**config.mk**
```make
export PLATFORM = sky130hd
export DESIGN_NAME = uart_tx
export DESIGN_NICKNAME = d
export VERILOG_FILES = /design/src/rtl/uart_pkg.sv /design/src/rtl/uart_baud_tick.sv /design/src/rtl/uart_tx.sv
export SDC_FILE = /design/constraint.sdc
export NUM_CORES = 1
export LEC_CHECK = 0
export ABC_AREA = 1
export BUFFER_PORTS_ARGS = -buffer_cell sky130_fd_sc_hd__buf_2
export CELL_PAD_IN_SITES_DETAIL_PLACEMENT = 1
export CELL_PAD_IN_SITES_GLOBAL_PLACEMENT = 2
export CORE_UTILIZATION = 34
export DETAILED_ROUTE_END_ITERATION = 10
export PLACE_DENSITY_LB_ADDON = 0.1
export SLEW_MARGIN = 30
export SYNTH_ARGS = -nofsm -noshare
export SYNTH_HDL_FRONTEND = slang
export SYNTH_HIERARCHICAL = 1
export SYNTH_SLANG_ARGS = --single-unit
```
**constraint.sdc**
```tcl
create_clock -name clk -period 2.8 [get_ports clk]
set_input_delay 0.14 -clock clk [delete_from_list [all_inputs] [get_ports clk]]
set_output_delay 0.14 -clock clk [all_outputs]
set_load 0.005 [all_outputs]
```
**src/rtl/uart_pkg.sv**
```systemverilog
// Shared UART definitions: FSM states, 8N1 frame constants, bit-period helper.
package uart_pkg;

  typedef enum logic [1:0] {
    IDLE,
    START,
    DATA,
    STOP
  } uart_state_t;

  localparam int unsigned DATA_BITS  = 8;
  localparam int unsigned FRAME_BITS = 10;

  // Clock cycles per serial bit (truncating division).
  function automatic int unsigned clks_per_bit(input int unsigned clk_freq,
                                               input int unsigned baud);
    return clk_freq / baud;
  endfunction

endpackage

```
**src/rtl/uart_baud_tick.sv**
```systemverilog
// Clear-able modulo-CLKS_PER_BIT counter; bit_done marks the last cycle of a bit.
module uart_baud_tick #(
  parameter int unsigned CLKS_PER_BIT = 8
) (
  input  logic clk,
  input  logic reset,
  input  logic clear,
  output logic bit_done
);

  localparam int unsigned      CNT_W = (CLKS_PER_BIT > 1) ? $clog2(CLKS_PER_BIT) : 1;
  localparam logic [CNT_W-1:0] LAST  = CNT_W'(CLKS_PER_BIT - 1);

  logic [CNT_W-1:0] baud_cnt;

  // Count 0..CLKS_PER_BIT-1, restarting on clear or wrap.
  always_ff @(posedge clk) begin
    if (reset || clear) begin
      baud_cnt <= '0;
    end else if (baud_cnt == LAST) begin
      baud_cnt <= '0;
    end else begin
      baud_cnt <= baud_cnt + CNT_W'(1);
    end
  end

  assign bit_done = (baud_cnt == LAST);

endmodule

```
**src/rtl/uart_tx.sv**
```systemverilog
// 8N1 serial transmitter with a one-byte holding register and TX_EN/TX_STATUS handshake.
module uart_tx
  import uart_pkg::*;
#(
  parameter int unsigned CLK_FREQ = 50_000_000,
  parameter int unsigned BAUD     = 9600
) (
  input  logic       clk,
  input  logic       reset,
  input  logic [7:0] tx_data,
  input  logic       tx_en,
  output logic       tx_status,
  output logic       tx_busy,
  output logic       uart_txd
);

  localparam int unsigned CLKS_PER_BIT = clks_per_bit(CLK_FREQ, BAUD);

  if (CLKS_PER_BIT < 2) begin : g_bad_rate
    $error("uart_tx: CLKS_PER_BIT must be >= 2");
  end

  uart_state_t state, state_next;
  logic [7:0]  shift, shift_next;
  logic [7:0]  hold, hold_next;
  logic        hold_valid, hold_valid_next;
  logic [2:0]  bit_cnt, bit_cnt_next;
  logic        txd_next;
  logic        bit_done;
  logic        baud_clear;

  // The counter idles at zero and restarts on every state change.
  assign baud_clear = (state == IDLE) || (state_next != state);

  uart_baud_tick #(
    .CLKS_PER_BIT(CLKS_PER_BIT)
  ) u_baud (
    .clk     (clk),
    .reset   (reset),
    .clear   (baud_clear),
    .bit_done(bit_done)
  );

  assign tx_busy = (state != IDLE);

  // State, datapath and registered outputs.
  always_ff @(posedge clk) begin
    if (reset) begin
      state      <= IDLE;
      shift      <= '0;
      hold       <= '0;
      hold_valid <= 1'b0;
      bit_cnt    <= '0;
      tx_status  <= 1'b1;
      uart_txd   <= 1'b1;
    end else begin
      state      <= state_next;
      shift      <= shift_next;
      hold       <= hold_next;
      hold_valid <= hold_valid_next;
      bit_cnt    <= bit_cnt_next;
      tx_status  <= !hold_valid_next;
      uart_txd   <= txd_next;
    end
  end

  // Next-state, shift/hold bookkeeping and line level.
  always_comb begin
    state_next      = state;
    shift_next      = shift;
    hold_next       = hold;
    hold_valid_next = hold_valid;
    bit_cnt_next    = bit_cnt;
    txd_next        = 1'b1;

    unique case (state)
      IDLE: begin
        if (hold_valid) begin
          shift_next      = hold;
          hold_valid_next = 1'b0;
          state_next      = START;
        end
      end
      START: begin
        if (bit_done) begin
          bit_cnt_next = '0;
          state_next   = DATA;
        end
      end
      DATA: begin
        if (bit_done) begin
          shift_next   = shift >> 1;
          bit_cnt_next = bit_cnt + 3'd1;
          if (bit_cnt == 3'(DATA_BITS - 1)) begin
            state_next = STOP;
          end
        end
      end
      STOP: begin
        if (bit_done) begin
          if (hold_valid) begin
            shift_next      = hold;
            hold_valid_next = 1'b0;
            state_next      = START;
          end else begin
            state_next = IDLE;
          end
        end
      end
      default: state_next = IDLE;
    endcase

    // Accept cannot coincide with an unload: tx_status is low while hold is full.
    if (tx_en && tx_status) begin
      hold_next       = tx_data;
      hold_valid_next = 1'b1;
    end

    // Line level is derived from the next state so the registered pin
    // changes on the same edge as the FSM.
    unique case (state_next)
      START:   txd_next = 1'b0;
      DATA:    txd_next = shift_next[0];
      default: txd_next = 1'b1;
    endcase
  end

endmodule

```
==> impl_metrics.csv, run 1 <==
group,metric,value,unit
floorplan,fp.dieH,78.1,um
routing,vias_per_cell,4.67,
power,ir_worst_vdd,0.000194,V
cells_and_area,finalNetCount,313,
clock_tree,cts_setup_buffers,0,
routing,wl,4.58,mm
sta,min_period,2430,ps
yosys,netlist.area_leader.share,37.7,%
worst_setup_path,crit_path_start,"u_baud/baud_cnt[0]$_SDFF_PP0_",
cells_and_area,layout.cells.non_filler,367,
placed_design,place_inst,359,
yosys,synth_common_cells,"71 x nand2_1, 37 x dfxtp_1, 33 x nor2_1",
sta,fmaxAchievable,0.412,GHz
clock_tree,max-clock-path-buffers,2,
placed_design,gp_congestion,0.773,
yosys,syn_inst,281,
floorplan,rows,27,
worst_setup_path,cp_max_fo,12,
routing,ant_nets,0,
sta,rsz0062_at_grt,"no",
routing,drc,0,
yosys,yosys.cell_types.count,28,
placed_design,detailedPlacementHpwl,3.55,mm
routing,vias,1714,
floorplan,dieArea,0.00609,mm^2
floorplan,ioPinCount,14,
yosys,avgSynthCellArea,7.00,um^2
grt,grt_max_degree,14,
worst_setup_path,end_kind,"flop",
worst_setup_path,worst_setup_path_start_kind,"flop",
placed_design,port_buffers,13,
worst_setup_path,reg2reg_depth,14,
clock_tree,root_buffer,"clkbuf_8",
grt,grt_usage,16.9,%
grt,antenna_found_initial,0,
worst_hold_path,worstHoldStart,"tx_data[5]",
yosys,ys_warn_count,6,
yosys,synth_area_leaders,"dfxtp_1 38%, nand2_1 14%, nor2_1 6.3%",
yosys,ys_ff_latch,37,
worst_hold_path,holdPathStages,3,
floorplan,initial_core_util,35.5,%
grt,grt_remaining_overflow,0,
yosys,synth_fp_nets,300,
worst_setup_path,arrival,2640,ps
sta,setup_tns,0,ps
sta,finalHoldViolations,0,
floorplan,fp.dieW,78.1,um
worst_setup_path,worstPathRequired,3020,ps
yosys,synthArstFlopShare,0,%
clock_tree,cts_tree,"built",
power,powerDensity,485,mW/mm^2
routing,wl_per_cell,12.5,um
power,leakagePower,0.000839,uW
run,max_cap_violations,0,
worst_hold_path,hp-class,"in2reg",
yosys,synth_top_cell_by_area,"dfxtp_1",
floorplan,core-area,0.00554,mm^2
sta,finClkSkew,2.99,ps
clock_tree,insertion_delay,280,ps
worst_setup_path,r2r_end,"u_baud/baud_cnt[12]$_SDFF_PP0_",
worst_setup_path,r2r_slack,370,ps
yosys,syn_area,0.00197,mm^2
yosys,synth_edf_count,0,
status,outcome,"complete, no violations",
grt,grt_pass1_wl,8.14,mm
sta,slew_headroom,76.1,%
routing,dr.pass1.iters,4,
clock_tree,clk_pin_slew,70,ps
yosys,synth_most_common_cell,"nand2_1",
clock_tree,cts.sink_count,37,
yosys,ys.flop_type,"dfxtp_1",
yosys,seq_area_frac_synth,37.7,%
routing,drt_iter0_markers,27,
worst_setup_path,r2r_start,"u_baud/baud_cnt[0]$_SDFF_PP0_",
worst_hold_path,whs_endpoint,"hold[5]$_SDFFE_PP0P_",
sta,worst_pin_slew,357,ps
clock_tree,cts_made_buffers,5,
sta,setup_violations,0,
cells_and_area,antennaDiodeCount,0,
cells_and_area,area_delta_synth_final,9.22,%
clock_tree,htreeDepth,2,
sta,final_max_slew_viol_count,0,
worst_setup_path,critPathKind,"reg2reg",
grt,grt_pass1_vias,1804,
sta,fin_crit_sh,86.7,%
power,power,1040,uW
cells_and_area,drive_gt1_share,15.6,%
## per-stage QoR
stage	utilization [%]	instance area (um^2)	setup slack, ps	hold WS, ps
after floorplan	-	1970	619	224
after global placement	37.3	2060	385	393
after detailed placement	37.3	2060	259	406
after CTS	38.7	2140	229	101
after global routing	38.8	2150	66.8	109
final	38.8	2150	372	109
## power breakdown
part	total, uW	internal, uW	leakage [uW]	switching, uW
logic	115	41.1	0.000498	73.9
registers	561	547	0.000302	14.5
clock network	365	177	0.0000395	188
total	1040	765	0.000839	277
## final cells by class
cell class              count  area [um^2]
inverters                  36          139
clock buffers               8         80.1
fillers                   750         3390
flip-flops and latches     37          741
well taps                  72         90.1
multi-input cells         201         1030
repair buffers             13         65.1
## layer usage
| layer | global-route usage, % | up-vias | share of wire (%) |
|---|---|---|---|
| met4 | 5.56 | 0 | 0.87 |
| met3 | 2.79 | 4 | 2.5 |
| met1 | 19.9 | 785 | 48 |
| li1 | - | 910 | - |
| met5 | 0 | - | 0 |
| met2 | 31.0 | 15 | 49 |
## cell usage in the layout, fill, tap and decap left out
master | synthesis | layout
o21ai_0 | 11 | 11
nand2_1 | 71 | 71
clkinvlp_4 | 0 | 1
nor2_4 | 1 | 1
a211oi_1 | 2 | 2
a21oi_2 | 3 | 3
buf_2 | 0 | 13
nand3_2 | 1 | 1
nand2_2 | 3 | 3
dfxtp_1 | 37 | 37
ha_1 | 8 | 8
a21oi_1 | 16 | 16
inv_1 | 32 | 31
o22ai_1 | 3 | 3
nor2_1 | 33 | 33
nand2_4 | 1 | 1
o21ai_2 | 1 | 1
a21boi_1 | 1 | 1
clkbuf_1 | 3 | 3
nand4_1 | 2 | 2
xor2_1 | 5 | 5
xnor2_1 | 2 | 2
nor2_2 | 13 | 13
clkbuf_8 | 0 | 5
inv_2 | 4 | 4
o21ai_1 | 9 | 9
o211ai_1 | 2 | 2
nand3_1 | 13 | 13
## flip-flops by register name, indices dropped and copies added, names as in the netlist
name and cells:
u_baud/baud_cnt 13, tx_status 1, hold 8, hold_valid 1, state 2, shift 8
uart_txd 1, bit_cnt 3
## cell families after synthesis
| kind of cell | share of synthesized area [%] |
|---|---|
| AOI/OAI and AO/OA | 13.8 |
| xor gates and xnor gates | 3.12 |
| adders and majority gates | 5.09 |
| buffers and inverters | 9.80 |
| DFF | 37.7 |
| and+or+nand+nor | 30.5 |
## critical path: stages (launching register included)
cell,delay (ps)
dfxtp_1,400
ha_1,250
nand2_2,80
nor2_2,120
nand3_2,150
clkinvlp_4,200
o21ai_1,100
nor2_2,130
nand2_1,70
nand2_2,80
xor2_1,140
nand2_1,60
nor2_1,230
nand2_4,180
a21oi_1,150
## repair_timing
item,CTS,global route
hold buffers,0,0
resized for setup,0,1
endpoints found under the setup margin,0,3
## worst max-delay path by stage
stage / to / slack, ps / depth (start not counted)
finish: u_baud/baud_cnt[12]$_SDFF_PP0_ / 370 / 14
global route: u_baud/baud_cnt[12]$_SDFF_PP0_ / 70 / 14
CTS: u_baud/baud_cnt[12]$_SDFF_PP0_ / 230 / 14
detailed placement: u_baud/baud_cnt[12]$_SDFF_PP0_ / 260 / 14
global placement: u_baud/baud_cnt[3]$_SDFF_PP0_ / 380 / 14
floorplan: u_baud/baud_cnt[11]$_SDFF_PP0_ / 620 / 16
Note: power is estimated with default switching activity, not from simulation.
==> run 2: changes to the inputs <==
Settings changed: ABC_AREA 1 to default, CORE_UTILIZATION 34 to 37.
==> run 2 against run 1 <==
  * Non-clock buffer count up 13
  * Count of clock-buffer cells in the layout down 2
  * Hold slack got worse by 9.1 ps
  * Global-route usage is 2.6 points higher
==> impl_metrics.csv, run 2 <==
group,metric,value,unit
worst_setup_path,path_buf_inv,1,
clock_tree,cts_tree,"built",
floorplan,rows,26,
worst_setup_path,crit_path_start,"u_baud/baud_cnt[12]$_SDFF_PP0_",
cells_and_area,reg_top3,"u_baud/baud_cnt x13, hold x8, shift x8",
sta,finalHoldViolations,0,
grt,grt_usage,19.6,%
cells_and_area,drive_gt1_share,24.0,%
routing,dr.pass1.iters,4,
routing,wl,5.02,mm
clock_tree,cts_made_buffers,5,
cells_and_area,area_delta_synth_final,15.4,%
worst_setup_path,r2r_end,"u_baud/baud_cnt[11]$_SDFF_PP0_",
worst_setup_path,critPathKind,"reg2reg",
grt,grt_remaining_overflow,0,
status,outcome,"complete, no violations",
grt,grt.met1_usage,26.3,%
cells_and_area,top_register,"u_baud/baud_cnt",
power,powerDensity,504,mW/mm^2
yosys,synth_area_leaders,"dfxtp_1 37%, ha_1 5.0%, a211oi_2 3.8%",
cells_and_area,mostFrequentLayoutCells,"36 x dfxtp_1, 15 x a21oi_1, 14 x nand2_1, 14 x nor2_1",
cells_and_area,finalNetCount,260,
cells_and_area,fin_util,44.6,%
yosys,netlist.area_leader.share,37.3,%
routing,vias,1752,
worst_setup_path,path_depth,11,
routing,drc,0,
floorplan,initial_core_util,38.6,%
sta,worst_pin_slew,470,ps
yosys,syn_area,0.00199,mm^2
grt,grt.busiest_layer,"met2",
worst_setup_path,cp_slowest_stage_delay,350,ps
grt,grt_pass1_vias,1724,
cells_and_area,largest_register_ffs,13,
floorplan,fp.dieW,75.3,um
clock_tree,insertion_delay,290,ps
worst_setup_path,cp_cell_sequence,"nor4bb_2, nand4_1, nor4_2, buf_4, a21oi_1, a211oi_2, o21a_1, o21ai_0, or2_4, or2_2, nor3_1",
worst_hold_path,hp-class,"in2reg",
worst_setup_path,r2r_start,"u_baud/baud_cnt[12]$_SDFF_PP0_",
yosys,synth_edf_count,0,
worst_setup_path,reg2reg_depth,11,
grt,grt_max_degree,25,
sta,setup_violations,0,
placed_design,place_inst,302,
sta,slew_headroom,68.7,%
routing,wl_per_cell,16.1,um
grt,grt_util_met2,31.8,%
yosys,syn_inst,220,
run,max_cap_violations,0,
placed_design,detailedPlacementHpwl,3.65,mm
grt,antenna_found_initial,0,
yosys,synth_common_cells,"37 x dfxtp_1, 15 x a21oi_1, 15 x nand2_1",
yosys,synthArstFlopShare,0,%
clock_tree,cts.sink_count,37,
worst_setup_path,r2r_slack,180,ps
floorplan,fp.dieH,75.3,um
cells_and_area,final_common_cell,"dfxtp_1",
yosys,avgSynthCellArea,9.03,um^2
power,ir_worst_vdd,0.000233,V
sta,final_max_slew_viol_count,0,
grt,grtUsageMet3,4.02,%
clock_tree,clk_pin_slew,80,ps
worst_setup_path,cp_max_fo,5,
sta,finClkSkew,7.73,ps
worst_setup_path,worst_path_max_delay_cell,"dfxtp_2",
floorplan,core-area,0.00514,mm^2
routing,ant_nets,0,
placed_design,gp_congestion,0.739,
yosys,yosys.cell_types.count,51,
yosys,synth_top_cell_by_area,"dfxtp_1",
grt,grt_pass1_wl,8.34,mm
sta,fin_crit_sh,93.4,%
yosys,ys.flop_type,"dfxtp_1",
floorplan,dieArea,0.00566,mm^2
yosys,synth_most_common_cell,"dfxtp_1",
floorplan,ioPinCount,14,
routing,drt_iter0_markers,56,
cells_and_area,antennaDiodeCount,0,
worst_setup_path,worstPathRequired,3020,ps
worst_setup_path,end_kind,"flop",
worst_setup_path,worst_setup_path_start_kind,"flop",
cells_and_area,fillers,641,
yosys,seq_area_frac_synth,37.3,%
worst_setup_path,crit_end,"u_baud/baud_cnt[11]$_SDFF_PP0_",
sta,fmaxAchievable,0.382,GHz
clock_tree,root_buffer,"clkbuf_8",
yosys,ys_warn_count,6,
clock_tree,max-clock-path-buffers,2,
worst_setup_path,arrival,2830,ps
yosys,ys_ff_latch,37,
worst_setup_path,critPathTopFamily,"simple AND/OR/NAND/NOR gates",
cells_and_area,layout.cells.non_filler,312,
clock_tree,htreeDepth,2,
sta,min_period,2620,ps
yosys,synth_fp_nets,239,
routing,vias_per_cell,5.62,
power,leakagePower,0.000801,uW
placed_design,port_buffers,13,
run 2: worst min-delay path by stage:
stage                    start                    to  slack [ps]  cells past startpoint
finish              tx_data[2]  hold[2]$_SDFFE_PP0P_         100                      3
global route        tx_data[4]  hold[4]$_SDFFE_PP0P_          90                      3
CTS                 tx_data[4]  hold[4]$_SDFFE_PP0P_          90                      3
detailed placement  tx_data[4]  hold[4]$_SDFFE_PP0P_         400                      3
global placement    tx_data[1]  hold[1]$_SDFFE_PP0P_         390                      3
floorplan                reset   state[1]$_SDFF_PP0_         220                      1
run 2: kinds of logic (layout without fill, tap and decap cells):
logic type	after synthesis	count (layout)	synth area share [%]
AO/OA/AOI/OAI	62	62	22.8
adder cells (fa/ha/maj)	8	8	5.04
XOR/XNOR	3	3	1.32
flip-flops	37	37	37.3
AND/OR/NAND/NOR	83	83	23.9
multiplexers	7	7	3.53
buffers and inverters	20	42	6.05
run 2: final cells by class:
type | instances | area [um^2] | area share [%]
timing repair buffer | 26 | 163 | 7.10
inverter | 8 | 30.0 | 1.31
sequential | 37 | 742 | 32.4
multi-input combinational | 163 | 1150 | 50.2
clock inverter | 2 | 37.5 | 1.64
clock buffer | 6 | 82.6 | 3.60
tap | 70 | 87.6 | 3.82
run 2: timing repair:
action                     in CTS  in global routing
setup endpoints to repair       1                 11
buffers inserted                0                  2
hold buffers                    0                  0
pin swaps                       1                  1
gates resized for setup         0                  5
run 2: metal layers:
| metal | up-vias | routed length (um) | share of wire, % |
|---|---|---|---|
| met5 | - | 0 | 0 |
| met4 | 0 | 39 | 0.78 |
| met3 | 6 | 116 | 2.3 |
| met2 | 27 | 2420 | 48 |
| met1 | 857 | 2440 | 49 |
| li1 | 862 | - | - |
run 2: worst min-delay path, cell delays in order:
cell     delay (ps)
buf_2           100
nand3_1          60
a21oi_1          50
run 2: where the power goes:
part	internal, uW	leakage, uW	total, uW	switching (uW)
clock	290	0.0000574	493	203
sequential	540	0.000301	555	14.4
combinational	44.7	0.000443	108	63.2
run 2: through the flow:
step / worst slack (ps) / total power, uW / hold WS [ps] / cell area, um^2 / setup TNS (ps)
after floorplan: 23.8 / 636 / 219 / 2000 / 0
after global placement: 177 / 669 / 393 / 2140 / 0
after detailed placement: -3.68 / 675 / 405 / 2140 / -3.68
after CTS: 31.2 / 1170 / 86.5 / 2260 / 0
after global routing: -14.8 / 1210 / 85.9 / 2290 / -27.0
final: 184 / 1150 / 99.4 / 2290 / 0
